`config.mk`:
```
export PLATFORM = sky130hd
export DESIGN_NAME = vga_dac_port_flat
export DESIGN_NICKNAME = d
export VERILOG_FILES = /design/src/rtl/vga_dac_port_if.sv /design/src/rtl/vga_dac_port.sv /design/src/flat_wrapper.sv
export SDC_FILE = /design/constraint.sdc
export NUM_CORES = 1
export LEC_CHECK = 0
export ABC_AREA = 0
export BUFFER_PORTS_ARGS = -buffer_cell sky130_fd_sc_hd__buf_2
export CORE_MARGIN = 2
export CORE_UTILIZATION = 46
export DETAILED_ROUTE_END_ITERATION = 7
export PLACE_DENSITY = 0.67
export SYNTH_ARGS = -nofsm -noshare
export SYNTH_HDL_FRONTEND = slang
export SYNTH_SLANG_ARGS = --single-unit
```
`constraint.sdc`:
```
create_clock -name clk -period 5.2 [get_ports clk]
set_input_delay 0.52 -clock clk [delete_from_list [all_inputs] [get_ports clk]]
set_output_delay 0.52 -clock clk [all_outputs]
set_load 0.01 [all_outputs]
```
`src/rtl/vga_dac_port_if.sv`:
```
// vga_dac_port_if: CPU I/O port and palette RAM byte port bundle for vga_dac_port.
// Ports: io_wr/io_rd/io_sel/io_din -> DAC, io_dout/pel_mask/busy <- DAC,
//        ram_ad/ram_din/ram_we/ram_ce <- DAC, ram_dout -> DAC.
// slave is the DAC side; master is the CPU/RAM side.
interface vga_dac_port_if;
  logic       io_wr;
  logic       io_rd;
  logic [1:0] io_sel;
  logic [7:0] io_din;
  logic [7:0] io_dout;
  logic [7:0] pel_mask;
  logic       busy;
  logic [9:0] ram_ad;
  logic [7:0] ram_din;
  logic       ram_we;
  logic       ram_ce;
  logic [7:0] ram_dout;
  modport slave (
    input  io_wr, io_rd, io_sel, io_din, ram_dout,
    output io_dout, pel_mask, busy, ram_ad, ram_din, ram_we, ram_ce
  );
  modport master (
    output io_wr, io_rd, io_sel, io_din, ram_dout,
    input  io_dout, pel_mask, busy, ram_ad, ram_din, ram_we, ram_ce
  );
endinterface

```
`src/rtl/vga_dac_port.sv`:
```
// vga_dac_port: VGA DAC CPU ports 3C6-3C9 driving a byte-wide palette RAM.
// Ports: clk, reset (sync, active high), bus (vga_dac_port_if.slave):
//   io_wr/io_rd/io_sel/io_din/io_dout CPU side, pel_mask, busy,
//   ram_ad/ram_din/ram_we/ram_ce/ram_dout palette RAM side.
// Option: define VGA_DAC_8BIT_EN for an 8-bit DAC; default is a 6-bit DAC.
module vga_dac_port (
  input logic           clk,
  input logic           reset,
  vga_dac_port_if.slave bus
);
  typedef enum logic [1:0] {S_IDLE, WR_R, WR_G, WR_B} seq_t;
  typedef enum logic [1:0] {P_IDLE, RD_ISSUE, RD_WAIT} pf_t;
  localparam logic [1:0] C_R = 2'd2;
  localparam logic [1:0] C_G = 2'd1;
  localparam logic [1:0] C_B = 2'd0;
  seq_t       seq;
  pf_t        pf;
  logic       pf_pend;
  logic [7:0] widx, ridx;
  logic [1:0] wcomp, rcomp;
  logic [7:0] r_hold, g_hold, b_hold, rd_data;
  logic [1:0] dac_state;
  logic       busy_i, wr_go, rd_go;
  function automatic logic [7:0] to_ram(input logic [7:0] d);
`ifdef VGA_DAC_8BIT_EN
    return d;
`else
    return {d[5:0], d[5:4]};
`endif
  endfunction
  function automatic logic [7:0] from_ram(input logic [7:0] d);
`ifdef VGA_DAC_8BIT_EN
    return d;
`else
    return {2'b00, d[7:2]};
`endif
  endfunction
  function automatic logic [1:0] next_comp(input logic [1:0] c);
    return c == C_B ? C_R : c - 2'd1;
  endfunction
  assign busy_i = seq != S_IDLE || pf != P_IDLE || pf_pend;
  assign bus.busy = busy_i;
  // Strobes landing while busy are dropped; a write beats a same-cycle read.
  assign wr_go = bus.io_wr && !busy_i;
  assign rd_go = bus.io_rd && !bus.io_wr && !busy_i;
  always_ff @(posedge clk) begin
    if (reset) begin
      seq          <= S_IDLE;
      pf           <= P_IDLE;
      pf_pend      <= 1'b0;
      widx         <= 8'h00;
      ridx         <= 8'h00;
      wcomp        <= C_R;
      rcomp        <= C_R;
      r_hold       <= 8'h00;
      g_hold       <= 8'h00;
      b_hold       <= 8'h00;
      rd_data      <= 8'h00;
      dac_state    <= 2'b00;
      bus.pel_mask <= 8'hFF;
      bus.io_dout  <= 8'h00;
      bus.ram_ad   <= 10'h000;
      bus.ram_din  <= 8'h00;
      bus.ram_we   <= 1'b0;
      bus.ram_ce   <= 1'b0;
    end else begin
      // RAM port outputs are set on entry to each state so they line up with it.
      case (seq)
        S_IDLE: if (wr_go && bus.io_sel == 2'd3 && wcomp == C_B) begin
          seq         <= WR_R;
          b_hold      <= bus.io_din;
          bus.ram_ad  <= {widx, C_R};
          bus.ram_din <= to_ram(r_hold);
          bus.ram_we  <= 1'b1;
          bus.ram_ce  <= 1'b1;
        end
        WR_R: begin
          seq         <= WR_G;
          bus.ram_ad  <= {widx, C_G};
          bus.ram_din <= to_ram(g_hold);
        end
        WR_G: begin
          seq         <= WR_B;
          bus.ram_ad  <= {widx, C_B};
          bus.ram_din <= to_ram(b_hold);
        end
        WR_B: begin
          seq        <= S_IDLE;
          widx       <= widx + 8'd1;
          bus.ram_we <= 1'b0;
          bus.ram_ce <= 1'b0;
        end
      endcase
      // Prefetch only takes the RAM port once the write sequencer is idle.
      case (pf)
        P_IDLE: if (pf_pend && seq == S_IDLE) begin
          pf         <= RD_ISSUE;
          pf_pend    <= 1'b0;
          bus.ram_ad <= {ridx, rcomp};
          bus.ram_we <= 1'b0;
          bus.ram_ce <= 1'b1;
        end
        RD_ISSUE: begin
          pf         <= RD_WAIT;
          bus.ram_ce <= 1'b0;
        end
        RD_WAIT: begin
          pf      <= P_IDLE;
          rd_data <= bus.ram_dout;
        end
        default: pf <= P_IDLE;
      endcase
      if (wr_go) begin
        case (bus.io_sel)
          2'd0: bus.pel_mask <= bus.io_din;
          2'd1: begin
            ridx      <= bus.io_din;
            rcomp     <= C_R;
            dac_state <= 2'b11;
            pf_pend   <= 1'b1;
          end
          2'd2: begin
            widx      <= bus.io_din;
            wcomp     <= C_R;
            dac_state <= 2'b00;
          end
          2'd3: begin
            if (wcomp == C_R) r_hold <= bus.io_din;
            if (wcomp == C_G) g_hold <= bus.io_din;
            wcomp <= next_comp(wcomp);
          end
        endcase
      end
      if (rd_go) begin
        bus.io_dout <= bus.io_sel == 2'd0 ? bus.pel_mask :
                       bus.io_sel == 2'd1 ? {6'b0, dac_state} :
                       bus.io_sel == 2'd2 ? widx : from_ram(rd_data);
        if (bus.io_sel == 2'd3) begin
          rcomp   <= next_comp(rcomp);
          pf_pend <= 1'b1;
          if (rcomp == C_B) ridx <= ridx + 8'd1;
        end
      end
    end
  end
endmodule

```
`src/flat_wrapper.sv`:
```
// flat-port wrapper written by rule: the top's interface ports become plain ports
module vga_dac_port_flat 
  (clk, reset, bus_io_wr, bus_io_rd, bus_io_sel, bus_io_din, bus_ram_dout, bus_io_dout, bus_pel_mask, bus_busy, bus_ram_ad, bus_ram_din, bus_ram_we, bus_ram_ce);
  vga_dac_port_if bus_i ();
  input logic clk;
  input logic reset;
  input wire logic [$bits(bus_i.io_wr)-1:0] bus_io_wr;
  input wire logic [$bits(bus_i.io_rd)-1:0] bus_io_rd;
  input wire logic [$bits(bus_i.io_sel)-1:0] bus_io_sel;
  input wire logic [$bits(bus_i.io_din)-1:0] bus_io_din;
  input wire logic [$bits(bus_i.ram_dout)-1:0] bus_ram_dout;
  output wire logic [$bits(bus_i.io_dout)-1:0] bus_io_dout;
  output wire logic [$bits(bus_i.pel_mask)-1:0] bus_pel_mask;
  output wire logic [$bits(bus_i.busy)-1:0] bus_busy;
  output wire logic [$bits(bus_i.ram_ad)-1:0] bus_ram_ad;
  output wire logic [$bits(bus_i.ram_din)-1:0] bus_ram_din;
  output wire logic [$bits(bus_i.ram_we)-1:0] bus_ram_we;
  output wire logic [$bits(bus_i.ram_ce)-1:0] bus_ram_ce;
  assign bus_i.io_wr = bus_io_wr;
  assign bus_i.io_rd = bus_io_rd;
  assign bus_i.io_sel = bus_io_sel;
  assign bus_i.io_din = bus_io_din;
  assign bus_i.ram_dout = bus_ram_dout;
  assign bus_io_dout = bus_i.io_dout;
  assign bus_pel_mask = bus_i.pel_mask;
  assign bus_busy = bus_i.busy;
  assign bus_ram_ad = bus_i.ram_ad;
  assign bus_ram_din = bus_i.ram_din;
  assign bus_ram_we = bus_i.ram_we;
  assign bus_ram_ce = bus_i.ram_ce;
  vga_dac_port u_core (.clk(clk), .reset(reset), .bus(bus_i));
endmodule
```
==> results.md <==
* Number of flops mapped to enable cells by yosys at 0
* Mapped Nets at 503
* Placed Area at 4260 um2
* Part of the cycle the worst path needs at 0.527
* Wire length on met2 at 4.40 mm
* Avg Vias per Cell at 5.78
* P&R area growth vs syn at 13.8%
* Overall Global Routing Usage at 0.213
* Most frequent cell after synthesis: dfxtp_1
* Die ar. at 9360 um2
* Post-synthesis sequential area ratio at 0.425
* Worst VDD drop at 0.178 mV
* Worst setup startpoint: u_core.seq[0]
* Clock Skew at 0.00414 ns
* Initial antenna violation count at 0
* Overall Power at 1.75 mW
* Ratio of cells with drive above 1 in the final layout at 0.164
* N_diodes at 0
* Aggregate routed wire length at 10.1 mm
* Site Rows at 33
* Flops & latches, synth at 84
* Clk root buf: clkbuf_8
* Compound-Gate Fraction of Synth Area at 0.192
* Main combinational cell family by area after synthesis: simple AND/OR/NAND/NOR gates
* DIE HEIGHT at 96.8 um
* Main synth FF type: dfxtp_1
* Routability congestion estimate at 0.835
* Multiplexer share of the synthesized area at 0.0648
* Min Clock Period, post-route at 2.74 ns
* Slew margin rel. at 0.202
* Post-CTS Resized at 0
* XOR/XNOR Fraction of Synth Area at 0.0155
* Post-synth ARST share at 0
* Fmax at 0.365 GHz
* Met3 wire length at 614 um
* Slew @ Worst Pin at 1.19 ns
* Fin. Hold Viols at 0
* Die width at 96.8 um
* P_leak at 1.89 nW
* Post CTS Setup Buffer Count at 0
* # port buffers at 56
* WL per Instance at 16.5 um
* Drt drc at 0
* Startpoint Class: flip-flop
* WHS at 0.399 ns
* First-pass GRT wire length at 16.4 mm
* Most frequent cells after synthesis: dfxtp_1, nand2_1, nor2_1
* RSZ-0062 raised after global routing: no
* GR Overflow Total at 0
* Largest cells by area after synthesis: dfxtp_1, nand2_1, ha_1
* P per Cell Area at 388 nW/um2
* Finished Cell Area at 4510 um2
* Post-synthesis simple-gate area fraction at 0.203
* Hpwl dp at 6.95 mm
* Critical path data required time at 5.48 ns
* Worst hold-check path type: input port to flip-flop
* CP Capture Point: u_core.ridx[6]
* Core footprint at 8300 um2
* Post-Route M1 WL at 4.87 mm
* Status: finished, final reports clean
* Arr. time, crit path at 3.02 ns
* TritonCTS clock tree: done
* Clk slew on worst S/H paths at 0.08 ns
* Synthesized area per cell at 8.53 um2
* DR vias at 3530
* Vias in the first global route at 3265
* 1st-iter DRT viols at 340
* Post-Syn Instances at 464
* Finished Core Util at 0.543
* Max Cap Viol at 0
* I/O pins at 59
* Pre-antenna DRT Iters at 5
* Dominant cell type by area after synthesis: dfxtp_1
* Critical path class: flip-flop to flip-flop
* Largest net degree at the start of global routing at 76
* Worst r2r path cells at 7
* Critical R2R Capture: u_core.ridx[6]
* Yosys cell types at 49
* Clk Latency, worst-skew pair at 0.35 ns
* Routed Antenna Nets at 0
* Clock sinks at 84
* Synth top area share at 0.425
* Max Slew Vio Count at 0
* H-tree lvl count at 3
* Setup TNS at 0 ns
* # hold bufs at CTS at 0
* Max Used Layer: met4
* Max Root-Sink Buffers at 2
* Finish-stage setup viols at 0
* Ys Warns at 0
* Crit. End Element: flip-flop
* Worst flop-to-flop path startpoint: u_core.seq[0]
* Synth Cell Area at 3960 um2
* R2R Setup Slk at 2.46 ns
* Final #Nets at 540
* Maximum fanout along the worst path at 19
* Clock buffer count from CTS at 9
* Post-Synth Adder-Cell Area at 0.0537
* Initial Util at 0.477
[worst min path at each step]
| stage | end | slack (ns) | startpoint | depth (start not counted) |
|---|---|---|---|---|
| after floorplan | u_core.g_hold[0] | 0.44 | u_core.g_hold[0] | 2 |
| after global placement | u_core.bus.ram_din[3] | 0.44 | u_core.bus.ram_din[3] | 2 |
| after detailed placement | u_core.bus.ram_din[5] | 0.45 | u_core.bus.ram_din[5] | 2 |
| after CTS | u_core.rd_data[7] | 0.39 | bus_ram_dout[7] | 3 |
| after global routing | u_core.rd_data[3] | 0.39 | bus_ram_dout[3] | 3 |
| final | u_core.rd_data[7] | 0.40 | bus_ram_dout[7] | 3 |
[report_power, final]
part	switching, mW	internal (mW)	total (mW)
Clock	0.231	0.345	0.576
Sequential	0.0455	0.701	0.746
Combinational	0.273	0.153	0.426
[critical path, cell delays in order (launching register included)]
cell     delay, ns
dfxtp_1       0.35
inv_1         0.12
ha_1          0.29
nor4b_4       0.23
buf_4         0.26
nand4_1       0.54
or4_1         0.71
a31oi_1       0.17
[metrics by stage]
stage | cells | setup slack, ns
4_1_cts | 611 | 2.47
3_5_place_dp | 595 | 2.39
2_1_floorplan | 464 | 3.23
3_3_place_gp | 595 | 2.45
5_1_grt | 611 | 2.30
6_report | 611 | 2.46
[final cells by class]
type	count	area, um2
inverter	12	45.0
sequential	84	1680
timing repair buffer	59	303
fill	774	3790
multi-input combinational	335	2100
tap	105	131
clock inverter	4	95.1
clock buffer	12	155
[sequential cells by signal, summed over array words and instances (netlist names), 2 cells and up]
| name | cells |
|---|---|
| u_core.bus.io_dout | 8 |
| u_core.ridx | 8 |
| u_core.widx | 8 |
| u_core.r_hold | 6 |
| u_core.rd_data | 6 |
| u_core.bus.pel_mask | 8 |
| u_core.bus.ram_din | 6 |
| u_core.wcomp | 2 |
| u_core.b_hold | 6 |
| u_core.pf | 2 |
| u_core.g_hold | 6 |
| u_core.seq | 2 |
| u_core.rcomp | 2 |
| u_core.bus.ram_ad | 10 |
[cell families after synthesis]
family          after synthesis
buf+inv                      45
compound gates              115
xor+xnor                      7
fa+ha+maj                    17
simple gates                171
flops                        84
mux                          25
[metal layers]
metal,vias up,GRT usage
met3,17,0.0484
met1,1660,0.313
met2,119,0.313
li1,1734,-
met5,-,0
met4,0,0.0607
[layout by cell type, fill, tap and decap left out, types with 7 or more instances in the layout]
cell / count
a211oi_1: 26
inv_1: 11
clkbuf_8: 11
nand2_1: 57
nand3_1: 23
a22oi_1: 12
mux2i_1: 20
dfxtp_1: 84
ha_1: 17
a31oi_1: 10
buf_2: 56
o21ai_0: 7
a21oi_1: 37
nor2_1: 52
No activity file was read; power rests on OpenSTA's default activity.
